File: config.mk
export PLATFORM = sky130hd
export DESIGN_NAME = risc_controller
export DESIGN_NICKNAME = d
export VERILOG_FILES = /design/src/rtl/risc_controller.sv
export SDC_FILE = /design/constraint.sdc
export NUM_CORES = 1
export LEC_CHECK = 0
export CAP_MARGIN = 20
export CELL_PAD_IN_SITES_DETAIL_PLACEMENT = 1
export CELL_PAD_IN_SITES_GLOBAL_PLACEMENT = 2
export CORE_MARGIN = 2
export CORE_UTILIZATION = 25
export CTS_BUF_LIST = sky130_fd_sc_hd__clkbuf_4 sky130_fd_sc_hd__clkbuf_8
export CTS_CLUSTER_SIZE = 10
export DETAILED_ROUTE_END_ITERATION = 8
export PLACE_DENSITY_LB_ADDON = 0.1
export SYNTH_ARGS = -nofsm -noshare
export SYNTH_HDL_FRONTEND = slang
export SYNTH_SLANG_ARGS = --single-unit
File: constraint.sdc
create_clock -name clk -period 2.9 [get_ports clk]
set_clock_uncertainty 0.1 [all_clocks]
set_input_delay 0.435 -clock clk [delete_from_list [all_inputs] [get_ports clk]]
set_output_delay 0.435 -clock clk [all_outputs]
set_load 0.03 [all_outputs]
File: src/rtl/risc_controller.sv
// Multi-cycle controller for the 16-bit datapath: holds the instruction register,
// decodes opcode/op and drives every datapath, PC, address-register and memory control.
module risc_controller #(
  parameter logic HALT_ON_ILLEGAL = 1'b1
) (
  input  logic        clk,
  input  logic        rst_n,
  input  logic [15:0] mdata,
  output logic [1:0]  mem_cmd,
  output logic        addr_sel,
  output logic        load_addr,
  output logic        load_pc,
  output logic        reset_pc,
  output logic [1:0]  wb_sel,
  output logic [2:0]  w_addr,
  output logic        w_en,
  output logic [2:0]  r_addr,
  output logic        en_A,
  output logic        en_B,
  output logic [1:0]  shift_op,
  output logic        sel_A,
  output logic        sel_B,
  output logic [1:0]  ALU_op,
  output logic        en_C,
  output logic        en_status,
  output logic [15:0] sximm8,
  output logic [15:0] sximm5,
  output logic        halted
);

  typedef enum logic [4:0] {
    S_RESET     = 5'd0,
    S_IF1       = 5'd1,
    S_IF2       = 5'd2,
    S_UPDATE_PC = 5'd3,
    S_DECODE    = 5'd4,
    S_WR_IMM    = 5'd5,
    S_GET_A     = 5'd6,
    S_GET_B     = 5'd7,
    S_ALU       = 5'd8,
    S_WR        = 5'd9,
    S_CMP       = 5'd10,
    S_ADDR      = 5'd11,
    S_LD_ADDR   = 5'd12,
    S_RD_MEM    = 5'd13,
    S_WB_MEM    = 5'd14,
    S_GET_RD    = 5'd15,
    S_PASS      = 5'd16,
    S_WR_MEM    = 5'd17,
    S_HALT      = 5'd18
  } state_t;

  localparam logic [1:0] MEM_NONE  = 2'b00;
  localparam logic [1:0] MEM_READ  = 2'b01;
  localparam logic [1:0] MEM_WRITE = 2'b10;

  state_t      state_q, state_d;
  logic [15:0] ir_q, ir_d;
  logic        load_ir;

  logic [2:0] opc, rn, rd, rm;
  logic [1:0] op, sh;

  assign opc    = ir_q[15:13];
  assign op     = ir_q[12:11];
  assign rn     = ir_q[10:8];
  assign rd     = ir_q[7:5];
  assign sh     = ir_q[4:3];
  assign rm     = ir_q[2:0];
  assign sximm8 = {{8{ir_q[7]}}, ir_q[7:0]};
  assign sximm5 = {{11{ir_q[4]}}, ir_q[4:0]};

  // State and instruction register.
  always_ff @(posedge clk or negedge rst_n) begin
    if (!rst_n) begin
      state_q <= S_RESET;
      ir_q    <= 16'h0000;
    end else begin
      state_q <= state_d;
      ir_q    <= ir_d;
    end
  end

  // Next-state: fetch sequence, decode dispatch and per-class execution paths.
  always_comb begin
    state_d = state_q;
    case (state_q)
      S_RESET:     state_d = S_IF1;
      S_IF1:       state_d = S_IF2;
      S_IF2:       state_d = S_UPDATE_PC;
      S_UPDATE_PC: state_d = S_DECODE;
      S_DECODE: begin
        casez ({opc, op})
          5'b110_10: state_d = S_WR_IMM;
          5'b110_00: state_d = S_GET_B;
          5'b101_11: state_d = S_GET_B;
          5'b101_??: state_d = S_GET_A;
          5'b011_00: state_d = S_GET_A;
          5'b100_00: state_d = S_GET_A;
          5'b111_??: state_d = S_HALT;
          default:   state_d = HALT_ON_ILLEGAL ? S_HALT : S_IF1;
        endcase
      end
      S_GET_A: begin
        if (opc == 3'b101) begin
          state_d = S_GET_B;
        end else begin
          state_d = S_ADDR;
        end
      end
      S_GET_B: begin
        if ((opc == 3'b101) && (op == 2'b01)) begin
          state_d = S_CMP;
        end else begin
          state_d = S_ALU;
        end
      end
      S_ALU:       state_d = S_WR;
      S_WR:        state_d = S_IF1;
      S_CMP:       state_d = S_IF1;
      S_WR_IMM:    state_d = S_IF1;
      S_ADDR:      state_d = S_LD_ADDR;
      S_LD_ADDR: begin
        if (opc == 3'b011) begin
          state_d = S_RD_MEM;
        end else begin
          state_d = S_GET_RD;
        end
      end
      S_RD_MEM:    state_d = S_WB_MEM;
      S_WB_MEM:    state_d = S_IF1;
      S_GET_RD:    state_d = S_PASS;
      S_PASS:      state_d = S_WR_MEM;
      S_WR_MEM:    state_d = S_IF1;
      S_HALT:      state_d = S_HALT;
      default:     state_d = S_RESET;
    endcase
  end

  // Moore outputs; register addresses and ALU/shift ops come from IR fields.
  always_comb begin
    mem_cmd   = MEM_NONE;
    addr_sel  = 1'b0;
    load_addr = 1'b0;
    load_pc   = 1'b0;
    reset_pc  = 1'b0;
    wb_sel    = 2'b00;
    w_addr    = 3'b000;
    w_en      = 1'b0;
    r_addr    = 3'b000;
    en_A      = 1'b0;
    en_B      = 1'b0;
    shift_op  = 2'b00;
    sel_A     = 1'b0;
    sel_B     = 1'b0;
    ALU_op    = 2'b00;
    en_C      = 1'b0;
    en_status = 1'b0;
    halted    = 1'b0;
    load_ir   = 1'b0;
    case (state_q)
      S_RESET: begin
        // Held inactive while rst_n is low so nothing in the datapath moves.
        if (rst_n) begin
          load_pc  = 1'b1;
          reset_pc = 1'b1;
        end else begin
          load_pc  = 1'b0;
          reset_pc = 1'b0;
        end
      end
      S_IF1: begin
        addr_sel = 1'b1;
        mem_cmd  = MEM_READ;
      end
      S_IF2: begin
        addr_sel = 1'b1;
        mem_cmd  = MEM_READ;
        load_ir  = 1'b1;
      end
      S_UPDATE_PC: load_pc = 1'b1;
      S_DECODE:    halted  = 1'b0;
      S_WR_IMM: begin
        w_addr = rn;
        wb_sel = 2'b10;
        w_en   = 1'b1;
      end
      S_GET_A: begin
        r_addr = rn;
        en_A   = 1'b1;
      end
      S_GET_B: begin
        r_addr = rm;
        en_B   = 1'b1;
      end
      S_ALU: begin
        // MOV reg adds shifted B to a forced-zero A; the rest use op directly.
        shift_op = sh;
        sel_A    = (opc == 3'b110);
        ALU_op   = (opc == 3'b110) ? 2'b00 : op;
        en_C     = 1'b1;
      end
      S_WR: begin
        w_addr = rd;
        wb_sel = 2'b00;
        w_en   = 1'b1;
      end
      S_CMP: begin
        shift_op  = sh;
        ALU_op    = 2'b01;
        en_status = 1'b1;
      end
      S_ADDR: begin
        sel_B  = 1'b1;
        ALU_op = 2'b00;
        en_C   = 1'b1;
      end
      S_LD_ADDR: load_addr = 1'b1;
      S_RD_MEM: begin
        addr_sel = 1'b0;
        mem_cmd  = MEM_READ;
      end
      S_WB_MEM: begin
        addr_sel = 1'b0;
        mem_cmd  = MEM_READ;
        wb_sel   = 2'b11;
        w_addr   = rd;
        w_en     = 1'b1;
      end
      S_GET_RD: begin
        r_addr = rd;
        en_B   = 1'b1;
      end
      S_PASS: begin
        sel_A = 1'b1;
        en_C  = 1'b1;
      end
      S_WR_MEM: begin
        addr_sel = 1'b0;
        mem_cmd  = MEM_WRITE;
      end
      S_HALT:  halted = 1'b1;
      default: halted = 1'b0;
    endcase
  end

  // Instruction register capture during the second fetch cycle.
  always_comb begin
    if (load_ir) begin
      ir_d = mdata;
    end else begin
      ir_d = ir_q;
    end
  end

endmodule
==> metrics.txt <==
post-route insts no fill 303; Hold WC Path Type reg2reg; Area growth syn-to-layout 42.9%; Warnings, synthesis 0; post-route clock period utilization 0.965; Post-synth EDFFs 0; ANT nets after route 0; Final min period 2.80 ns; Logic pwr share 0.718; port bufs 75; leading area contributor after synthesis dfrtp_1; Main synth FF type dfrtp_1; most frequent cells in the layout clkdlybuf4s50_1 (69), dfrtp_1 (18), nand2_1 (16), mux2_2 (16), nor2_1 (10); NetSw 1610 µW; GPL Wtd Cong 0.814; Seq pwr share 0.217; commonest non-fill, non-tap cell in the layout clkdlybuf4s50_1; H-tree depth 1; Netlist cell types 45; Final HPWL DP 3780 µm; critical path type reg2out; # rows 29; worst-case clock buffer depth 2; Die Y 84.2 µm; Slew Viols, Final 0; antenna cells 0; maximum vdd drop 0.678 mV; unrepaired setup endpoints after global routing false; WL/cell 16.2 µm; CP Launch Type flip-flop; clk_lat worst skew 0.26 ns; Clk pin slew, worst setup/hold paths 0.09 ns; Synth Area per Inst 8.94 µm²; DR pass1 iterations 4; antenna violations before repair 0; largest net degree at the start of global routing 22; Synth Net Count 198; crit path DAT 2.26 ns; Sw Share 0.515; CP max FO 7; clk sinks 21; Slew HR 0.704; DRC 0; Die Footprint 0.00709 mm²; Post-Synthesis Cells 180; Ports 76; Hold Fails Final Rpt 0; Root Buffer clkbuf_8; clock power share 0.065; cts bufs inserted 3; Int Pwr 1510 µW; total track usage 0.141; largest cells by area after synthesis dfrtp_1 (33%), buf_4 (15%), mux2_2 (11%), nand2_1 (3.7%), nor2_1 (3.5%); first-pass GRT wire length 7990 µm; global route overflow 0; fmax 357 MHz; Initial Util 0.256; # nets final 245; sequential area share after synthesis 0.327; status finished clean; static leakage 0.000935 µW; initial drt markers 62; core area 0.00628 mm²; Cell Area, Synth 0.00161 mm²; TritonCTS clock tree built; FFs w/ async S/R, synth 1.00; dpl cells 299; drt total wl 4900 µm; setup TNS 0 ns; vias in the first global route 1507; Die Width 84.2 µm; WP data required 2.37 ns; final setup violation count 0; via/cell ratio 4.75; Worst Tran Pin Value 0.443 ns; fraction of layout cells with a size suffix above 1 0.208; hold slack 0.453 ns; CP Capture Type output pin; via count 1439; Cell Pwr Density 1350 mW/mm²; Max Cap Viol 0; Synth Register Bits 21; Yosys top cell area share 0.327
## worst max-delay path, stage by stage, from the launching register on
cell and delay (ns):
dfrtp_2 0.45, or3b_1 0.47, nor2_2 0.20, a22oi_1 0.13
nand2_1 0.08, clkdlybuf4s50_1 0.66
## power groups by stage
stage / Combinational (µW) / Clock (µW) / Sequential, µW
2_1_floorplan: 1730 / 0 / 581
3_3_place_gp: 2240 / 0 / 660
3_5_place_dp: 2250 / 0 / 675
4_1_cts: 2250 / 213 / 672
5_1_grt: 2380 / 229 / 712
6_report: 2240 / 203 / 675
## metrics by stage
stage | utilization | total power [µW] | setup slack (ns) | area (µm²)
floorplan | - | 2310 | 0.572 | 1610
global placement | 0.356 | 2900 | 0.274 | 2240
detailed placement | 0.356 | 2920 | 0.255 | 2240
CTS | 0.364 | 3140 | 0.00103 | 2280
global route | 0.366 | 3320 | 0.00813 | 2300
finish | 0.366 | 3120 | 0.101 | 2300
## logic make-up (layout without fill, tap and decap cells)
| kind of cell | Yosys count | in the layout | synth area share |
|---|---|---|---|
| flops | 21 | 21 | 0.327 |
| simple gates | 70 | 70 | 0.247 |
| mux | 16 | 16 | 0.112 |
| compound gates | 26 | 26 | 0.119 |
| xor+xnor | 1 | 1 | 0.00544 |
| buf+inv | 46 | 92 | 0.191 |
## path summary, 6_finish.rpt
| check | startpoint | endpoint | slack, ns | cells past startpoint |
|---|---|---|---|---|
| setup / recovery | state_q[2] | r_addr[1] | 0.10 | 5 |
| hold / removal | ir_q[10] | ir_q[10] | 0.45 | 1 |
| setup reg to reg | state_q[0] | state_q[1] | 0.98 | 5 |
| hold reg to reg | ir_q[10] | ir_q[10] | 0.45 | 1 |
| max in group asynchronous | rst_n | state_q[2] | 1.92 | 2 |
| min in group asynchronous | rst_n | ir_q[4] | 0.54 | 2 |
## sequential cells by signal, summed over array words and instances (netlist names)
| signal | cells |
|---|---|
| ir_q | 16 |
| state_q | 5 |
## per-layer routing
metal,global-route usage,vias up,wire [µm]
met2,0.248,46,2480
met1,0.182,702,2190
met4,0.0352,0,24
met5,0,-,0
li1,-,689,-
met3,0.0177,2,202
## layout make-up
cell class | instances | area (µm²)
Inverter | 5 | 18.8
Multi-Input combinational cell | 113 | 792
Fill cell | 732 | 3980
Timing Repair Buffer | 83 | 817
Clock inverter | 1 | 5.00
Sequential cell | 21 | 529
Clock buffer | 3 | 41.3
Tap cell | 77 | 96.3
## synth_stat cells (2+ instances only)
library cell  count
a22o_1            3
nor3b_1           4
nor4b_1           2
nor3_1            8
o21ai_0           4
nand2b_1          5
nand2_1          16
mux2_2           16
nor2b_1           4
nand3_1           3
inv_1             5
nor2_1           15
clkbuf_1          2
buf_2             4
a21oi_1           4
a31oi_1           2
buf_4            32
dfrtp_1          21
a22oi_1           4
## repair_timing
item / CTS / global route
resized for setup: 6 / 8
hold buffers: 0 / 0
setup endpoints to repair: 7 / 9
setup buffers: 0 / 0
(Power assumes the default switching activity.)
